File: src/rtl/copro_issue_sequencer.sv
// ---------------------------------------------------------------------------
// copro_issue_sequencer
//
// Holds coprocessor instructions between issue, commit and execute. Every
// accepted issue request is parked in a slot until the core commits or kills
// it. Committed slots are queued in commit order and handed to the execution
// unit through a valid/ready handshake. A slot is recycled once dispatched.
//
// Ports:
//   clk_i, rst_ni          clock, asynchronous active-low reset
//   issue_*                issue request from the core/decoder; issue_ready_o
//                          is asserted when a slot is free and the offered id
//                          is not already live
//   commit_*               commit (kill=0) or kill (kill=1) of a live id
//   exec_*                 head of the commit queue towards the execution unit
//   spurious_commit_o      one-cycle pulse when a commit matched no pending slot
//   occupancy_o            registered count of slots that are not free
// ---------------------------------------------------------------------------
module copro_issue_sequencer #(
    parameter int NbEntries = 4,
    parameter int IdWidth   = 4,
    parameter int OpWidth   = 4,
    parameter int XLen      = 32
) (
    input  logic                           clk_i,
    input  logic                           rst_ni,
    input  logic                           issue_valid_i,
    output logic                           issue_ready_o,
    input  logic [IdWidth-1:0]             issue_id_i,
    input  logic                           issue_accept_i,
    input  logic                           issue_writeback_i,
    input  logic [OpWidth-1:0]             issue_op_i,
    input  logic [XLen-1:0]                issue_rs1_i,
    input  logic [XLen-1:0]                issue_rs2_i,
    input  logic                           commit_valid_i,
    input  logic [IdWidth-1:0]             commit_id_i,
    input  logic                           commit_kill_i,
    output logic                           exec_valid_o,
    input  logic                           exec_ready_i,
    output logic [IdWidth-1:0]             exec_id_o,
    output logic [OpWidth-1:0]             exec_op_o,
    output logic [XLen-1:0]                exec_rs1_o,
    output logic [XLen-1:0]                exec_rs2_o,
    output logic                           exec_writeback_o,
    output logic                           spurious_commit_o,
    output logic [$clog2(NbEntries+1)-1:0] occupancy_o
);

    localparam int IdxW = $clog2(NbEntries);
    localparam int CntW = $clog2(NbEntries + 1);
    localparam logic [IdxW-1:0] LastIdx = IdxW'(NbEntries - 1);

    localparam logic [1:0] ST_FREE      = 2'd0;
    localparam logic [1:0] ST_PENDING   = 2'd1;
    localparam logic [1:0] ST_COMMITTED = 2'd2;

    logic [1:0]         r_state [NbEntries];
    logic [IdWidth-1:0] r_id    [NbEntries];
    logic [OpWidth-1:0] r_op    [NbEntries];
    logic [XLen-1:0]    r_rs1   [NbEntries];
    logic [XLen-1:0]    r_rs2   [NbEntries];
    logic               r_wb    [NbEntries];

    logic [IdxW-1:0]    r_fifo  [NbEntries];
    logic [IdxW-1:0]    r_rdPtr;
    logic [IdxW-1:0]    r_wrPtr;
    logic [CntW-1:0]    r_fifoCnt;
    logic [CntW-1:0]    r_occ;
    logic               r_spurious;

    logic               w_anyFree;
    logic [IdxW-1:0]    w_freeIdx;
    logic               w_dupHit;
    logic               w_cmtHit;
    logic [IdxW-1:0]    w_cmtIdx;
    logic               w_alloc;
    logic               w_cmtValid;
    logic               w_push;
    logic               w_pop;
    logic [IdxW-1:0]    w_headIdx;
    logic [1:0]         w_stateNext [NbEntries];
    logic [CntW-1:0]    w_occNext;

    function automatic logic [IdxW-1:0] nextPtr(input logic [IdxW-1:0] p);
        return (p == LastIdx) ? '0 : p + 1'b1;
    endfunction

    // Scanning downwards leaves the lowest matching index in the result.
    // Live ids are unique (duplicates stall at issue), so at most one pending
    // slot can match the commit id.
    always_comb begin
        w_anyFree = 1'b0;
        w_freeIdx = '0;
        w_dupHit  = 1'b0;
        w_cmtHit  = 1'b0;
        w_cmtIdx  = '0;
        for (int i = NbEntries - 1; i >= 0; i--) begin
            if (r_state[i] == ST_FREE) begin
                w_anyFree = 1'b1;
                w_freeIdx = IdxW'(i);
            end
            if ((r_state[i] != ST_FREE) && (r_id[i] == issue_id_i)) begin
                w_dupHit = 1'b1;
            end
            if ((r_state[i] == ST_PENDING) && (r_id[i] == commit_id_i)) begin
                w_cmtHit = 1'b1;
                w_cmtIdx = IdxW'(i);
            end
        end
    end

    assign issue_ready_o = w_anyFree & ~w_dupHit;
    assign w_alloc       = issue_valid_i & issue_ready_o & issue_accept_i;
    assign w_cmtValid    = commit_valid_i & w_cmtHit;
    assign w_push        = w_cmtValid & ~commit_kill_i;
    assign w_headIdx     = r_fifo[r_rdPtr];
    assign w_pop         = exec_valid_o & exec_ready_i;

    // Pop, commit and allocation always address slots in three different
    // states (COMMITTED, PENDING, FREE), so the updates never collide.
    always_comb begin
        w_occNext = '0;
        for (int i = 0; i < NbEntries; i++) begin
            w_stateNext[i] = r_state[i];
            if (w_pop && (w_headIdx == IdxW'(i))) begin
                w_stateNext[i] = ST_FREE;
            end
            if (w_cmtValid && (w_cmtIdx == IdxW'(i))) begin
                w_stateNext[i] = commit_kill_i ? ST_FREE : ST_COMMITTED;
            end
            if (w_alloc && (w_freeIdx == IdxW'(i))) begin
                w_stateNext[i] = ST_PENDING;
            end
            if (w_stateNext[i] != ST_FREE) begin
                w_occNext = w_occNext + CntW'(1);
            end
        end
    end

    always_ff @(posedge clk_i or negedge rst_ni) begin
        if (!rst_ni) begin
            for (int i = 0; i < NbEntries; i++) begin
                r_state[i] <= ST_FREE;
                r_id[i]    <= '0;
                r_op[i]    <= '0;
                r_rs1[i]   <= '0;
                r_rs2[i]   <= '0;
                r_wb[i]    <= 1'b0;
            end
            r_occ      <= '0;
            r_spurious <= 1'b0;
        end else begin
            for (int i = 0; i < NbEntries; i++) begin
                r_state[i] <= w_stateNext[i];
                if (w_alloc && (w_freeIdx == IdxW'(i))) begin
                    r_id[i]  <= issue_id_i;
                    r_op[i]  <= issue_op_i;
                    r_rs1[i] <= issue_rs1_i;
                    r_rs2[i] <= issue_rs2_i;
                    r_wb[i]  <= issue_writeback_i;
                end
            end
            r_occ      <= w_occNext;
            r_spurious <= commit_valid_i & ~w_cmtHit;
        end
    end

    // Commit-order queue of slot indices. It holds at most one entry per
    // slot, so a depth of NbEntries cannot overflow.
    always_ff @(posedge clk_i or negedge rst_ni) begin
        if (!rst_ni) begin
            for (int i = 0; i < NbEntries; i++) begin
                r_fifo[i] <= '0;
            end
            r_rdPtr   <= '0;
            r_wrPtr   <= '0;
            r_fifoCnt <= '0;
        end else begin
            if (w_push) begin
                r_fifo[r_wrPtr] <= w_cmtIdx;
                r_wrPtr         <= nextPtr(r_wrPtr);
            end
            if (w_pop) begin
                r_rdPtr <= nextPtr(r_rdPtr);
            end
            if (w_push && !w_pop) begin
                r_fifoCnt <= r_fifoCnt + CntW'(1);
            end else if (!w_push && w_pop) begin
                r_fifoCnt <= r_fifoCnt - CntW'(1);
            end
        end
    end

    // The head slot stays COMMITTED until popped, so its fields are stable
    // while the execution unit applies backpressure.
    assign exec_valid_o      = (r_fifoCnt != '0);
    assign exec_id_o         = r_id[w_headIdx];
    assign exec_op_o         = r_op[w_headIdx];
    assign exec_rs1_o        = r_rs1[w_headIdx];
    assign exec_rs2_o        = r_rs2[w_headIdx];
    assign exec_writeback_o  = r_wb[w_headIdx];
    assign spurious_commit_o = r_spurious;
    assign occupancy_o       = r_occ;

endmodule

File: config.mk
export PLATFORM = sky130hd
export DESIGN_NAME = copro_issue_sequencer
export DESIGN_NICKNAME = d
export VERILOG_FILES = /design/src/rtl/copro_issue_sequencer.sv
export SDC_FILE = /design/constraint.sdc
export NUM_CORES = 1
export LEC_CHECK = 0
export BUFFER_PORTS_ARGS = -buffer_cell sky130_fd_sc_hd__buf_2
export CAP_MARGIN = 10
export CORE_MARGIN = 2
export CORE_UTILIZATION = 55
export DETAILED_ROUTE_END_ITERATION = 12
export PLACE_DENSITY = 0.8
export SLEW_MARGIN = 20
export SYNTH_ARGS = -nofsm -noshare
export SYNTH_HDL_FRONTEND = slang
export SYNTH_SLANG_ARGS = --single-unit
File: constraint.sdc
create_clock -name clk_i -period 3.41 [get_ports clk_i]
set_input_delay 0.341 -clock clk_i [delete_from_list [all_inputs] [get_ports clk_i]]
set_output_delay 0.341 -clock clk_i [all_outputs]
set_load 0.02 [all_outputs]
==> results of run 1 <==
worst max-delay path, stage by stage (launching register included):
cell	delay [ns]
dfrtp_1	0.45
mux4_4	0.46
buf_4	0.51
buf_6	0.47
mux4_2	0.40
buf_2	0.18
final cells by class:
type / count / area [µm²] / area share (%)
clock inverters: 8 / 43.8 / 0.260
diodes: 4 / 10.0 / 0.0594
flip-flops and latches: 319 / 7980 / 47.4
inverters: 12 / 45.0 / 0.267
multi-input cells: 532 / 6210 / 36.9
well taps: 335 / 419 / 2.49
clock buffers: 53 / 1060 / 6.32
repair buffers: 183 / 1060 / 6.29
per-stage QoR:
step	hold WS, ns	cells	area [µm²]
finish	0.0982	1446	16800
global placement	0.445	1380	15700
detailed placement	0.447	1380	15700
global route	0.101	1444	16800
CTS	0.0806	1442	16800
floorplan	0.0454	914	14500
power by group through the flow:
stage                     Sequential (mW)  Clock, mW  Combinational (mW)
after floorplan                      6.14          0                4.06
after global placement               6.36          0                5.01
after CTS                            6.43       3.68                5.21
after detailed placement             6.47          0                5.17
final                                6.45       3.60                5.13
after global routing                 6.63       3.84                5.55
synth_stat cells (4+ instances only):
cell      instances  share of area (%)
o21ai_0           7               0.24
nand3_1           9               0.31
nor2b_1           4               0.17
xor2_1            9               0.54
ha_1              9               0.78
mux2_2          264                 21
mux2_1           37                2.9
mux4_2           75                 12
clkbuf_1         23               0.60
buf_2            17               0.59
nand2b_1          4               0.17
nor3_1            8               0.28
nor2_1           16               0.42
xnor2_1          19                1.2
buf_4             4               0.21
buf_6             4               0.31
nand2_1          20               0.52
dfrtp_1         319                 55
inv_1            12               0.31
placed cells by master, fill, tap and decap left out, types with 13 or more instances in the layout:
cell / netlist / final
nor2_1: 16 / 16
dfrtp_1: 319 / 319
mux2_1: 37 / 37
buf_2: 17 / 161
nand2_1: 20 / 20
clkbuf_16: 0 / 35
mux4_2: 75 / 73
xnor2_1: 19 / 19
buf_4: 4 / 13
mux2_2: 264 / 264
routing by layer:
metal | up-vias | global-route usage, % | part of all wire [%]
met1 | 4505 | 30.5 | 43
met4 | 2 | 6.24 | 2.1
met3 | 55 | 4.10 | 4.7
li1 | 3768 | - | -
met5 | - | 0 | 0.043
met2 | 197 | 37.9 | 51
cells by family after synthesis:
logic type | synth area share [%]
AOI/OAI and AO/OA | 2.16
buffers and inverters | 2.09
DFF | 55.2
xor gates and xnor gates | 1.69
and+or+nand+nor | 2.86
adders and majority gates | 0.917
muxes | 35.1
registers in the layout, summed over array words and instances, names as in the netlist:
name and cells:
r_rdPtr 2, r_rs2 128, occupancy_o 3, r_state 8, r_wb 4, r_fifo 8
r_fifoCnt 3, r_op 16, spurious_commit_o 1, r_id 16, r_rs1 128, r_wrPtr 2
timing repair:
item	in CTS	in global routing
endpoints found under the hold margin	94	0
gates cloned	0	0
setup endpoints to repair	39	1
gates resized for setup	1	1
hold buffers	1	0
how the worst max path moves through the flow:
stage	startpoint	end	slack, ns	depth (start not counted)
detailed placement	r_state[4]$_DFF_PN0_	occupancy_o[0]$_DFF_PN0_	0.32	10
floorplan	issue_id_i[2]	occupancy_o[2]$_DFF_PN0_	0.17	15
global placement	r_id[2]$_DFFE_PN0N_	occupancy_o[2]$_DFF_PN0_	0.38	12
global route	r_rdPtr[0]$_DFFE_PN0P_	exec_rs2_o[25]	0.01	5
CTS	r_rdPtr[0]$_DFFE_PN0P_	exec_op_o[1]	0.06	5
finish	r_rdPtr[0]$_DFFE_PN0P_	exec_op_o[1]	0.10	5
==> metrics.csv, run 1 <==
stage,metric,value,unit
routing,vias,8527,
setup_path,reg2reg_to,occupancy_o[2]$_DFF_PN0_,
setup_path,crit_path_end_kind,output port,
clock_tree,clockBufferDepth,3,
routing,routed_via_density,5.90,
sta,fmax,302,MHz
setup_path,crit_arrival,2.97,ns
pwr,swShare,31.5,%
grt,grt_max_degree,101,
setup_path,critical_path_class,flop to output port,
final_layout,fillers,1857,
synth,synthCells,914,
routing,dr.pass1.iters,5,
pwr,p_int,10.4,mW
placement,numPortBuffers,162,
pwr,combPwrFrac,33.8,%
synth,synth_nets,1008,
status,status,completed,
min_path,min_to,r_rs2[74]$_DFFE_PN0P_,
synth,synth_flop_cell,dfrtp_1,
clock_tree,cts_htree_levels,2,
setup_path,critPathRequiredTime,3.07,ns
routing,postRouteAntennaNets,0,
clock_tree,cts_tree,yes,
placement,place.gp.congestion,0.917,
die,start_util,55.8,%
pwr,p_leak,7.57,nW
routing,drc,0,
synth,yosysWarnings,0,
sta,relSlewSlack,46.0,%
grt,grt.total_usage,22.5,%
grt,globalRouteOverflowTotal,0,
clock_tree,cts.sinks,319,
pwr,p_per_area,901,mW/mm²
setup_path,timing.rr.start,r_id[2]$_DFFE_PN0N_,
placement,dp_hpwl,19400,µm
pwr,p_sw,4.77,mW
pwr,p_seq_share,42.5,%
sta,setup_slack,0.103,ns
routing,routedWlPerCell,21.0,µm
synth,synth_cell_types,54,
sta,period_needed,3.31,ns
die,dieArea,0.0276,mm²
sta,maxSlewViolCount,0,
final_layout,syn_to_final_growth,16.4,%
die,io_pins,163,
setup_path,rrSetupSlack,0.31,ns
synth,ys_ff_latch,319,
die,rows,59,
clock_tree,cts_made_buffers,35,
sta,finalSetupViolations,0,
die,die_h,166,µm
pwr,p_clk_share,23.7,%
synth,syn_area_per_cell,15.8,µm²
synth,syn_area,0.0145,mm²
clock_tree,clk_latency,0.50,ns
sta,finClkSkew,0.0196,ns
final_layout,num-nets-final,1177,
final_layout,utilization,65.0,%
min_path,hold_start,issue_rs2_i[10],
grt,antenna_found_initial,4,
routing,routed_wirelength,30400,µm
sta,finalHoldViolCount,0,
sta,rsz0062_at_grt,no,
min_path,holdPathStages,2,
synth,synth_enable_flop_cells,0,
placement,dp_slack,0.322,ns
grt,grt_pass1_vias,9249,
flow_run,drv_cap,0,
sta,fin_crit_sh,97.0,%
clock_tree,clk_pin_slew,0.06,ns
die,die_x,166,µm
synth,synth_seq_area_share,55.2,%
clock_tree,ctsRootBufferMaster,clkbuf_16,
clock_tree,post_cts_buffers,0,
setup_path,r2r_cells,12,
min_path,hold_path_class,primary input to flop,
grt,grt_pass1_wl,49900,µm
sta,tns,0,ns
routing,drt_iter0_markers,581,
pwr,p_total,15.2,mW
synth,synthArstFlopShare,100,%
pwr,ir_drop,0.512,mV
setup_path,start_kind,flop,
sta,tightestPinTransition,0.809,ns
setup_path,critPathMaxFanout,39,
die,core-area,0.0259,mm²
final_layout,layout-drive-gt1-share,52.8,%
No activity file was read; power rests on OpenSTA's default activity.
==> run 2: changes to the inputs <==
==> constraint.sdc (replaced) <==
create_clock -name clk_i -period 3.41 [get_ports clk_i]
set_input_delay 0.341 -clock clk_i [delete_from_list [all_inputs] [get_ports clk_i]]
set_output_delay 0.341 -clock clk_i [all_outputs]
set_load 0.01 [all_outputs]
==> metrics.csv, run 2 (synthesis results as in run 1) <==
stage,metric,value,unit,change
clock_tree,cts_htree_levels,2,,unchanged
routing,drt_iter0_markers,617,,+6.2%
final_layout,design_area,0.0169,mm²,about the same
routing,drc,0,,unchanged
pwr,p_int,10.4,mW,+0.18%
sta,relSlewSlack,46.1,%,about the same
sta,finalSetupViolations,0,,unchanged
grt,grt_max_degree,101,,unchanged
final_layout,layout-drive-gt1-share,52.5,%,-0.27 points
sta,fmax,310,MHz,+2.7%
setup_path,critPathRequiredTime,3.77,ns,+0.70 ns
clock_tree,clockBufferDepth,3,,unchanged
die,die_h,166,µm,unchanged
clock_tree,cts_tree,yes,,
placement,place.gp.congestion,0.925,,+0.87%
pwr,p_leak,7.56,nW,about the same
grt,grt_pass1_wl,50100,µm,+0.50%
die,rows,59,,unchanged
placement,dp_hpwl,19500,µm,+0.83%
sta,maxSlewViolCount,0,,unchanged
grt,antenna_found_initial,3,,-1
placement,placed_cell_area,0.0157,mm²,unchanged
die,start_util,55.8,%,unchanged
setup_path,critical_path_class,flop to flop,,
pwr,p_per_area,881,mW/mm²,-2.2%
pwr,p_sw,4.43,mW,-7.1%
pwr,combPwrFrac,32.0,%,-1.8 points
placement,numPortBuffers,162,,unchanged
grt,grt.total_usage,22.8,%,+0.28 points
die,dieArea,0.0276,mm²,unchanged
final_layout,syn_to_final_growth,16.5,%,about the same
die,io_pins,163,,unchanged
clock_tree,ctsRootBufferMaster,clkbuf_16,,
clock_tree,clk_latency,0.52,ns,+0.02 ns
sta,period_needed,3.22,ns,-0.0867 ns
sta,tightestPinTransition,0.809,ns,-0.000572 ns
final_layout,top_regs,"r_rs1: 128 flops, r_rs2: 128 flops",,
sta,finalHoldViolCount,0,,unchanged
setup_path,crit_arrival,3.58,ns,+0.61 ns
flow_run,drv_cap,0,,unchanged
clock_tree,post_cts_buffers,0,,unchanged
routing,postRouteAntennaNets,0,,unchanged
sta,finClkSkew,0.0180,ns,-0.00162 ns
status,status,completed,,
die,die_x,166,µm,unchanged
sta,fin_crit_sh,94.4,%,-2.5 points
pwr,p_clk_share,24.5,%,+0.8 points
routing,routed_via_density,5.91,,+0.24%
min_path,hold_path_class,primary input to flop,,
clock_tree,clk_pin_slew,0.06,ns,about the same
final_layout,mostFrequentLayoutCells,"319 x dfrtp_1, 264 x mux2_2, 161 x buf_2",,
routing,routedWlPerCell,21.1,µm,+0.27%
routing,dr.pass1.iters,6,,+1
setup_path,start_kind,flop,,
final_layout,num-nets-final,1178,,+0.085%
grt,globalRouteOverflowTotal,0,,unchanged
routing,routed_wirelength,30500,µm,+0.13%
pwr,p_seq_share,43.4,%,+0.9 points
sta,tns,0,ns,unchanged
routing,vias,8536,,+0.11%
clock_tree,cts.sinks,319,,unchanged
pwr,swShare,29.9,%,-1.6 points
clock_tree,cts_made_buffers,36,,+2.9%
die,core-area,0.0259,mm²,unchanged
sta,rsz0062_at_grt,no,,
pwr,ir_drop,0.549,mV,+7.2%
grt,grt_pass1_vias,9241,,-0.086%
final_layout,final_common_cell,dfrtp_1,,
setup_path,crit_path_end_kind,flop,,
setup_path,critPathMaxFanout,6,,-85%
run 2: cell count changes in the layout (fill, tap and decap cells not counted), moves of 2 or more:
cell       change
clkinv_2       -2
clkbuf_1       +3
clkbuf_8       -6
clkbuf_16      +3
diode_2        -2
run 2: worst paths after layout:
check | startpoint | depth (start not counted) | endpoint | slack, ns
min in group asynchronous | rst_ni | 2 | r_rs2[118]$_DFFE_PN0P_ | 0.46
max | r_id[2]$_DFFE_PN0N_ | 11 | occupancy_o[0]$_DFF_PN0_ | 0.19
max in group asynchronous | rst_ni | 3 | r_fifo[3]$_DFFE_PN0P_ | 2.06
max reg2reg | r_id[2]$_DFFE_PN0N_ | 11 | occupancy_o[0]$_DFF_PN0_ | 0.19
min | issue_rs2_i[13] | 2 | r_rs2[77]$_DFFE_PN0P_ | 0.08
min reg2reg | r_rs2[87]$_DFFE_PN0P_ | 1 | r_rs2[87]$_DFFE_PN0P_ | 0.48
run 2: stage by stage:
step / std cells / setup slack [ns] / power [mW] / hold slack [ns] / utilization (%)
2_1_floorplan: 914 / 0.323 / 9.74 / 0.0454 / -
3_3_place_gp: 1380 / 0.365 / 11.0 / 0.446 / 60.6
3_5_place_dp: 1380 / 0.278 / 11.3 / 0.447 / 60.6
4_1_cts: 1442 / 0.0522 / 15.0 / 0.0641 / 65.0
5_1_grt: 1443 / 0.0169 / 15.7 / 0.0776 / 65.0
6_report: 1444 / 0.189 / 14.9 / 0.0849 / 65.0
run 2: power by group through the flow:
stage / sequential (mW) / combinational [mW] / clock [mW]
floorplan: 6.13 / 3.61 / 0
global placement: 6.36 / 4.64 / 0
detailed placement: 6.48 / 4.80 / 0
CTS: 6.43 / 4.82 / 3.73
global route: 6.64 / 5.16 / 3.91
finish: 6.45 / 4.76 / 3.65
run 2: layout make-up:
type / count / area, µm²
fillers: 1890 / 9060
flip-flops and latches: 319 / 7980
multi-input cells: 532 / 6210
clock buffers: 53 / 1070
repair buffers: 183 / 1060
well taps: 335 / 419
clock inverters: 8 / 57.6
inverters: 12 / 45.0
diodes: 2 / 5.00
run 2: critical path, stage by stage, from the launching register on:
cell and delay [ns]:
dfrtp_1 0.45, nor2b_1 0.16, a2111oi_0 0.56, and3_1 0.33
nor2_1 0.11, a21boi_2 0.18, a22o_1 0.19, a311oi_1 0.08
ha_1 0.42, nand2_1 0.07, a2111oi_0 0.48, a221oi_2 0.06
run 2: layer usage:
layer	track usage, %	vias to the layer above	wire [µm]
li1	-	3762	-
met1	30.6	4506	12900
met2	37.6	208	15200
met3	5.36	58	1630
met4	6.47	2	675
met5	0	-	13
run 2: timing repair:
action                                 in CTS  in global routing
endpoints found under the hold margin      94                  0
hold buffers                                1                  0
gates resized for setup                     1                  1
setup endpoints to repair                  39                  2
